$ cat config.mk
export PLATFORM = sky130hd
export DESIGN_NAME = reg_desplazamiento_universal
export DESIGN_NICKNAME = d
export VERILOG_FILES = /design/src/rtl/reg_desplazamiento_universal.sv
export SDC_FILE = /design/constraint.sdc
export NUM_CORES = 1
export LEC_CHECK = 0
export CORE_MARGIN = 2
export CORE_UTILIZATION = 37
export CTS_CLUSTER_SIZE = 14
export DETAILED_ROUTE_END_ITERATION = 7
export HOLD_SLACK_MARGIN = 0.12
export PLACE_DENSITY = 0.72
export SYNTH_ARGS = -nofsm -noshare
export SYNTH_HDL_FRONTEND = slang
export SYNTH_SLANG_ARGS = --single-unit
$ cat constraint.sdc
create_clock -name CLK -period 1.1 [get_ports CLK]
set_input_delay 0.165 -clock CLK [delete_from_list [all_inputs] [get_ports CLK]]
set_output_delay 0.165 -clock CLK [all_outputs]
set_load 0.1 [all_outputs]
$ cat src/rtl/reg_desplazamiento_universal.sv
// Universal shift register: shift left/right, rotate left, parallel load,
// with a saturating step counter and a one-cycle DONE pulse on reaching WIDTH.
// Ports: CLK, RESET_L (async active-low), ENB (hold when 0), MODO (op select),
//        D (load data), S_IN (serial in) -> Q, S_OUT, CNT, DONE.
// Latency: one cycle, all outputs registered. No backpressure: ENB=0 freezes state.
module reg_desplazamiento_universal #(
  parameter  int WIDTH = 4,
  localparam int CW    = $clog2(WIDTH + 1)
) (
  input  logic             CLK,
  input  logic             RESET_L,
  input  logic             ENB,
  input  logic [1:0]       MODO,
  input  logic [WIDTH-1:0] D,
  input  logic             S_IN,
  output logic [WIDTH-1:0] Q,
  output logic             S_OUT,
  output logic [CW-1:0]    CNT,
  output logic             DONE
);

  localparam logic [CW-1:0] CNT_MAX = CW'(WIDTH);
  localparam logic [CW-1:0] CNT_ONE = CW'(1);

  typedef enum logic [1:0] {
    MODE_SHL  = 2'b00,
    MODE_SHR  = 2'b01,
    MODE_ROL  = 2'b10,
    MODE_LOAD = 2'b11
  } mode_t;

  logic [WIDTH-1:0] q_nxt;
  logic             s_out_nxt;
  logic [CW-1:0]    cnt_nxt;
  logic             done_nxt;
  logic             step;

  always_comb begin
    q_nxt     = Q;
    s_out_nxt = S_OUT;
    cnt_nxt   = CNT;
    done_nxt  = 1'b0;
    step      = 1'b0;
    if (ENB) begin
      case (mode_t'(MODO))
        MODE_SHL: begin
          q_nxt     = {Q[WIDTH-2:0], S_IN};
          s_out_nxt = Q[WIDTH-1];
          step      = 1'b1;
        end
        MODE_SHR: begin
          q_nxt     = {S_IN, Q[WIDTH-1:1]};
          s_out_nxt = Q[0];
          step      = 1'b1;
        end
        MODE_ROL: begin
          q_nxt     = {Q[WIDTH-2:0], Q[WIDTH-1]};
          s_out_nxt = Q[WIDTH-1];
          step      = 1'b1;
        end
        default: begin
          q_nxt     = D;
          s_out_nxt = 1'b0;
          cnt_nxt   = '0;
        end
      endcase
      // Counter saturates at WIDTH; DONE fires only on the WIDTH-1 -> WIDTH
      // transition, so a saturated counter never re-pulses until a load.
      if (step && (CNT < CNT_MAX)) begin
        cnt_nxt  = CNT + CNT_ONE;
        done_nxt = (CNT == CNT_MAX - CNT_ONE);
      end
    end
  end

  always_ff @(posedge CLK or negedge RESET_L) begin
    if (!RESET_L) begin
      Q     <= '0;
      S_OUT <= 1'b0;
      CNT   <= '0;
      DONE  <= 1'b0;
    end else begin
      Q     <= q_nxt;
      S_OUT <= s_out_nxt;
      CNT   <= cnt_nxt;
      DONE  <= done_nxt;
    end
  end

endmodule

==> flow_summary_export.csv, run 1 <==
group,metric,value,unit
outcome,run_status,"finished, violations left",
outcome,failed_checks,"setup timing",
floorplanning,core,1280,µm²
clocking,cts-root-buf,"clkbuf_4",
synth,yosysTopAreaCell,"dfrtp_1",
detailed_routing,via_per_inst,5.47,
worst_setup_path,cpMostUsedCell,"ha_4",
sta,final.setup.worst_slack,-186,ps
placed_design,routabilityCongestion,0.735,
synth,synth_top_area_frac,0.443,
synth,ys_ff_latch,9,
synth,synth.distinct_cells,25,
detailed_routing,totalWireLength,1.57,mm
floorplanning,die_h,41.1,µm
pwr,p_int,1.18,mW
sta,finalSetupViolations,11,
floorplanning,die_w,41.1,µm
synth,syn-cell-area,508,µm²
pwr,switching_share,0.449,
detailed_routing,vias,531,
synth,ys.flop_type,"dfrtp_1",
sta,hold_viol,0,
pwr,seqPwrFrac,0.248,
clocking,cts_sinks,9,
sta,timing.fmax,778,MHz
synth,async_flop_share,1.00,
clocking,clk_pin_slew,60,ps
worst_setup_path,crit_path_start_kind,"flop",
floorplanning,placementRows,13,
sta,min_period_over_period,1.17,
detailed_routing,post-route-drc-count,0,
worst_setup_path,end_kind,"flop",
detailed_routing,drtIter0Drc,15,
placed_design,dp_hpwl,1.07,mm
clocking,htreeDepth,1,
final_layout,nNetsFinal,95,
detailed_routing,dr.pass1.iters,4,
synth,synthTopCellsByArea,"dfrtp_1, mux2i_1, mux2_2, ha_1, a21oi_1",
global_routing,antenna_found_initial,0,
worst_setup_path,required,1270,ps
clocking,cts_inserted_buffers,3,
global_routing,grt-ovfl-total,0,
clocking,cts_buffer_depth,2,
synth,synth_edf_count,0,
final_layout,nFillCells,74,
worst_hold_path,min_path_type,"primary input to async pin",
pwr,power.switching,0.963,mW
worst_setup_path,critPathMaxStageDelay,490,ps
synth,synth-seq-area-share,0.443,
sta,rsz0062_at_grt,"yes",
clocking,clk_latency,260,ps
worst_setup_path,arrival,1450,ps
sta,relSlewSlack,0.802,
worst_setup_path,crit_slowest_cell,"dfrtp_4",
sta,worst_slew_pin_slew,297,ps
pwr,power_density,2050,nW/µm²
floorplanning,pin_count,19,
global_routing,grt_pass1_wl,2.39,mm
global_routing,grt_pass1_vias,563,
detailed_routing,antenna_left,0,
final_layout,ff_latch_area,253,µm²
placed_design,dpl_cell_area,933,µm²
synth,ys.warnings.count,0,
global_routing,grt_use_total,0.230,
detailed_routing,wl_per_cell,16.1,µm
worst_setup_path,worstSetupPathType,"flop to flop",
sta,slew_viol_final,0,
final_layout,stdcell_count,97,
worst_setup_path,worstPathMaxFanout,2,
pwr,leakagePower,0.466,nW
synth,syn-num-nets,57,
placed_design,io_buffers,18,
placed_design,post-place-cells,89,
sta,clock_skew,0.567,ps
sta,worst_hold_slack,192,ps
pwr,comb_power_share,0.633,
floorplanning,start_util,0.395,
pwr,peakVddDrop,1.11,mV
sta,layout_min_cycle_time,1290,ps
final_layout,final_cell_area,1040,µm²
pwr,clock_power_share,0.120,
final_layout,syn_to_final_growth,106,%
final_layout,multi_input_area,308,µm²
synth,synth_cells,45,
worst_setup_path,worstPathCellList,"ha_4, ha_4, o21a_1, a31oi_1",
final_layout,num_antenna_cells,0,
synth,avgSynthCellArea,11.3,µm²
job,drv_cap,0,
final_layout,drive_gt1_frac,0.634,
sta,setup_tns,-842,ps
clocking,cts_tree,"built",
floorplanning,dieArea,1690,µm²
global_routing,grt_max_degree,10,
[cells in the mapped netlist, drive strengths merged, types with 2 or more instances]
library cell	n
inv	2
dfrtp	9
a31oi	2
a21oi	3
nor2	3
mux2i	4
nand2	2
mux2	4
ha	2
buf	3
[layout make-up]
| type | instances | share of cell area |
|---|---|---|
| Sequential cell | 9 | 0.242 |
| Timing Repair Buffer | 36 | 0.411 |
| Clock buffer | 4 | 0.0251 |
| Tap cell | 15 | 0.0180 |
| Multi-Input combinational cell | 31 | 0.295 |
| Inverter | 2 | 0.00958 |
[state kept, by name, indices dropped and copies added (netlist names)]
name and cells:
Q 4, DONE 1, CNT 3, S_OUT 1
[power by group through the flow]
stage	clock (mW)	sequential [mW]	combinational, mW
floorplan	0	1.04	0.196
global placement	0	0.523	1.22
detailed placement	0	0.530	1.25
CTS	0.265	0.527	1.30
global route	0.287	0.540	1.41
finish	0.256	0.530	1.36
[layout by cell type (no fill, tap or decap), types with 2 or more instances in the layout]
cell type	instances
clkdlybuf4s50_1	7
dlygate4sd2_1	2
a31oi_1	2
ha_4	2
clkbuf_4	3
buf_12	9
mux2i_1	2
mux2_4	3
mux2i_2	2
a21oi_1	2
dfrtp_4	7
buf_6	7
buf_4	11
nor2_1	2
[worst paths after layout]
check                               to     from  slack, ps  depth (start not counted)
worst max-delay path            CNT[2]   CNT[0]       -190                          4
worst min-delay path              Q[0]  RESET_L        190                          2
worst max register to register  CNT[2]   CNT[0]       -190                          4
worst min register to register   S_OUT    S_OUT        590                          2
max in group asynchronous         Q[3]  RESET_L        760                          2
min in group CLK                CNT[2]  MODO[1]        400                          3
[repair_timing]
action / CTS / global route
setup buffers: 3 / 1
cloned: 0 / 0
hold buffers: 0 / 0
gates resized for setup: 10 / 8
setup endpoints to repair: 14 / 13
pin swaps: 5 / 1
[metrics by stage]
| stage | util | setup WS (ps) | power [mW] |
|---|---|---|---|
| floorplan | - | -279 | 1.23 |
| detailed placement | 0.726 | -354 | 1.78 |
| global route | 0.813 | -220 | 2.24 |
| global placement | 0.726 | -332 | 1.74 |
| CTS | 0.787 | -235 | 2.09 |
| finish | 0.813 | -186 | 2.14 |
[critical path, delay by kind of cell, from the launching register on]
kind                       cells  cell delay [ps]
adders and majority gates      2              390
DFF                            1              490
AOI/OAI and AO/OA              2              320
[kinds of logic (layout without fill, tap and decap cells)]
group           after synthesis  count (layout)  share of synthesized area
flops                         9               9                      0.443
simple gates                 10              10                      0.123
compound gates               11              11                      0.148
fa+ha+maj                     2               2                     0.0493
mux                           8               8                      0.175
buf+inv                       5              42                     0.0616
[metal layers]
layer  GRT usage  part of all wire
met1       0.208              0.37
met2       0.441              0.54
met3      0.0598             0.050
met4       0.142             0.035
met5           0                 0
No activity file was read; power rests on OpenSTA's default activity.
==> inputs of run 2 (changes only) <==
SLEW_MARGIN = 25   (was not set)
==> results of run 2 <==
Same layout as run 1: the final DEF is identical, and so are final timing and power.
==> inputs of run 3 (changes only) <==
ABC_AREA = 1   (was not set)
CORE_UTILIZATION = 36   (was 37)
PLACE_DENSITY = 0.71   (was 0.72)
==> flow_summary_export.csv, run 3 <==
group,metric,value,unit
synth,synth.distinct_cells,13,
pwr,comb_power_share,0.604,
pwr,power.switching,0.885,mW
sta,layout_min_cycle_time,1230,ps
sta,clock_skew,7.44,ps
pwr,seqPwrFrac,0.264,
worst_setup_path,worstPathCellList,"ha_4, ha_4, o21ai_2, o21ai_1, inv_1",
synth,synth_edf_count,0,
synth,synthTopCellsByArea,"dfrtp_1, nand2_1, nand3_1, inv_1, nor2_1",
sta,timing.fmax,812,MHz
clocking,hold_buffers,0,
placed_design,routabilityCongestion,0.864,
placed_design,dpl_cell_area,857,µm²
synth,syn-cell-area,480,µm²
synth,synth_cells,64,
synth,ys_ff_latch,9,
worst_setup_path,worstPathMaxFanout,2,
clocking,htreeDepth,1,
synth,yosysTopAreaCell,"dfrtp_1",
floorplanning,dieArea,1640,µm²
placed_design,io_buffers,18,
final_layout,nFillCells,91,
synth,avgSynthCellArea,7.51,µm²
synth,async_flop_share,1.00,
global_routing,grt_use_total,0.177,
clocking,cts_inserted_buffers,3,
sta,slew_viol_final,0,
final_layout,most-common-layout-cells,"nand2_1, clkdlybuf4s50_1, buf_12",
worst_hold_path,min_path_type,"primary input to async pin",
floorplanning,die_w,40.5,µm
global_routing,grt_pass1_wl,1.81,mm
clocking,cts_sinks,9,
sta,hold_viol,0,
clocking,cts_tree,"built",
global_routing,antenna_found_initial,0,
sta,finalSetupViolations,4,
pwr,clock_power_share,0.132,
synth,synth_top_area_frac,0.469,
pwr,peakVddDrop,1.42,mV
detailed_routing,antenna_left,0,
detailed_routing,totalWireLength,1.19,mm
final_layout,post-route-util,0.723,
sta,final.setup.worst_slack,-132,ps
global_routing,grt_max_degree,10,
outcome,failed_checks,"setup timing",
worst_setup_path,critPathMaxStageDelay,500,ps
global_routing,grt_pass1_vias,462,
floorplanning,placementRows,13,
final_layout,largest_reg_flops,4,
worst_setup_path,crit_slowest_cell,"dfrtp_4",
detailed_routing,dr.pass1.iters,4,
floorplanning,start_util,0.379,
clocking,clk_latency,260,ps
clocking,cts_buffer_depth,2,
worst_setup_path,rr_worst_depth,5,
worst_setup_path,crit_path_start_kind,"flop",
synth,synth-seq-area-share,0.469,
final_layout,largest_register,"Q",
synth,ys.flop_type,"dfrtp_1",
job,drv_cap,0,
clocking,clk_pin_slew,60,ps
synth,synth_commonest_cells,"nand2_1, dfrtp_1, inv_1, nand3_1, nor2_1",
floorplanning,die_h,40.5,µm
pwr,p_int,1.05,mW
sta,setup_tns,-429,ps
sta,min_period_over_period,1.12,
final_layout,reg.largest.list,"Q x4, CNT x3",
synth,synth_most_common_cell,"nand2_1",
worst_setup_path,required,1250,ps
final_layout,final_cell_area,917,µm²
final_layout,drive_gt1_frac,0.394,
sta,worst_slew_pin_slew,403,ps
final_layout,nNetsFinal,107,
sta,relSlewSlack,0.730,
sta,rsz0062_at_grt,"yes",
pwr,switching_share,0.457,
detailed_routing,wl_per_cell,10.9,µm
synth,ys.warnings.count,0,
detailed_routing,vias,517,
placed_design,dp_hpwl,913,µm
final_layout,syn_to_final_growth,90.9,%
floorplanning,core,1270,µm²
detailed_routing,drtIter0Drc,10,
pwr,power_density,2110,nW/µm²
outcome,run_status,"finished, violations left",
global_routing,grt-ovfl-total,0,
worst_setup_path,end_kind,"flop",
detailed_routing,via_per_inst,4.74,
pwr,leakagePower,0.425,nW
worst_setup_path,cpMostUsedCell,"ha_4",
floorplanning,pin_count,19,
worst_setup_path,worstSetupPathType,"flop to flop",
final_layout,num_antenna_cells,0,
detailed_routing,post-route-drc-count,0,
worst_setup_path,arrival,1380,ps
synth,syn-num-nets,76,
clocking,cts-root-buf,"clkbuf_4",
final_layout,final_common_cell,"nand2_1",
[run 3: cell types whose count changed after synthesis, moves of 2 or more]
cell	change
o21ai_0	+2
nor2_1	+4
mux2i_1	-3
mux2_2	-3
inv_2	+2
inv_1	+5
nand3_1	+6
a31oi_1	-2
nand2_1	+19
[run 3: final timing paths]
| kind | from | slack (ps) | to |
|---|---|---|---|
| hold reg to reg | Q[1] | 560 | Q[1] |
| min in group CLK | D[3] | 560 | Q[3] |
| setup reg to reg | CNT[0] | -130 | CNT[2] |
| setup / recovery | CNT[0] | -130 | CNT[2] |
| hold / removal | RESET_L | 190 | DONE |
| max in group asynchronous | RESET_L | 580 | CNT[2] |
[run 3: power by group through the flow]
| stage | Clock [mW] | Combinational [mW] | Sequential, mW |
|---|---|---|---|
| 5_1_grt | 0.280 | 1.23 | 0.518 |
| 3_5_place_dp | 0 | 1.09 | 0.511 |
| 4_1_cts | 0.263 | 1.13 | 0.511 |
| 6_report | 0.256 | 1.17 | 0.511 |
| 3_3_place_gp | 0 | 1.07 | 0.506 |
| 2_1_floorplan | 0 | 0.168 | 0.965 |
[run 3: through the flow]
stage	power, mW	setup slack (ps)	instances	hold WS (ps)
2_1_floorplan	1.13	-239	64	-131
3_3_place_gp	1.58	-157	103	477
3_5_place_dp	1.60	-185	103	485
4_1_cts	1.91	-114	108	203
5_1_grt	2.03	-157	109	233
6_report	1.94	-132	109	194
[run 3: final cells by class]
class / count / area, µm² / share of cell area
Sequential cell: 9 / 243 / 0.265
Timing Repair Buffer: 27 / 353 / 0.385
Tap cell: 15 / 18.8 / 0.0205
Multi-Input combinational cell: 45 / 243 / 0.265
Inverter: 9 / 33.8 / 0.0368
Clock buffer: 4 / 26.3 / 0.0286
[run 3: routing by layer]
| layer | track usage | routed length, µm | up-vias |
|---|---|---|---|
| li1 | - | - | 261 |
| met1 | 0.214 | 546 | 241 |
| met2 | 0.278 | 560 | 13 |
| met3 | 0.0833 | 72 | 2 |
| met4 | 0.0500 | 6 | 0 |
| met5 | 0 | 0 | - |
[run 3: cells by family after synthesis]
kind of cell    count (synthesis)  share of synthesized area
compound gates                  7                     0.0755
simple gates                   35                      0.297
buf+inv                        10                     0.0860
mux                             1                     0.0208
fa+ha+maj                       2                     0.0521
flops                           9                      0.469
[run 3: critical path, delay by kind of cell, from the launching register on]
kind	cells	cell delay, ps
flops	1	500
fa+ha+maj	2	430
compound gates	2	130
buf+inv	1	50
[run 3: repair_timing]
action	CTS	global route
setup endpoints to repair	4	5
buffers inserted	1	1
resized for setup	3	3
pin swaps	0	2
endpoints found under the hold margin	0	0
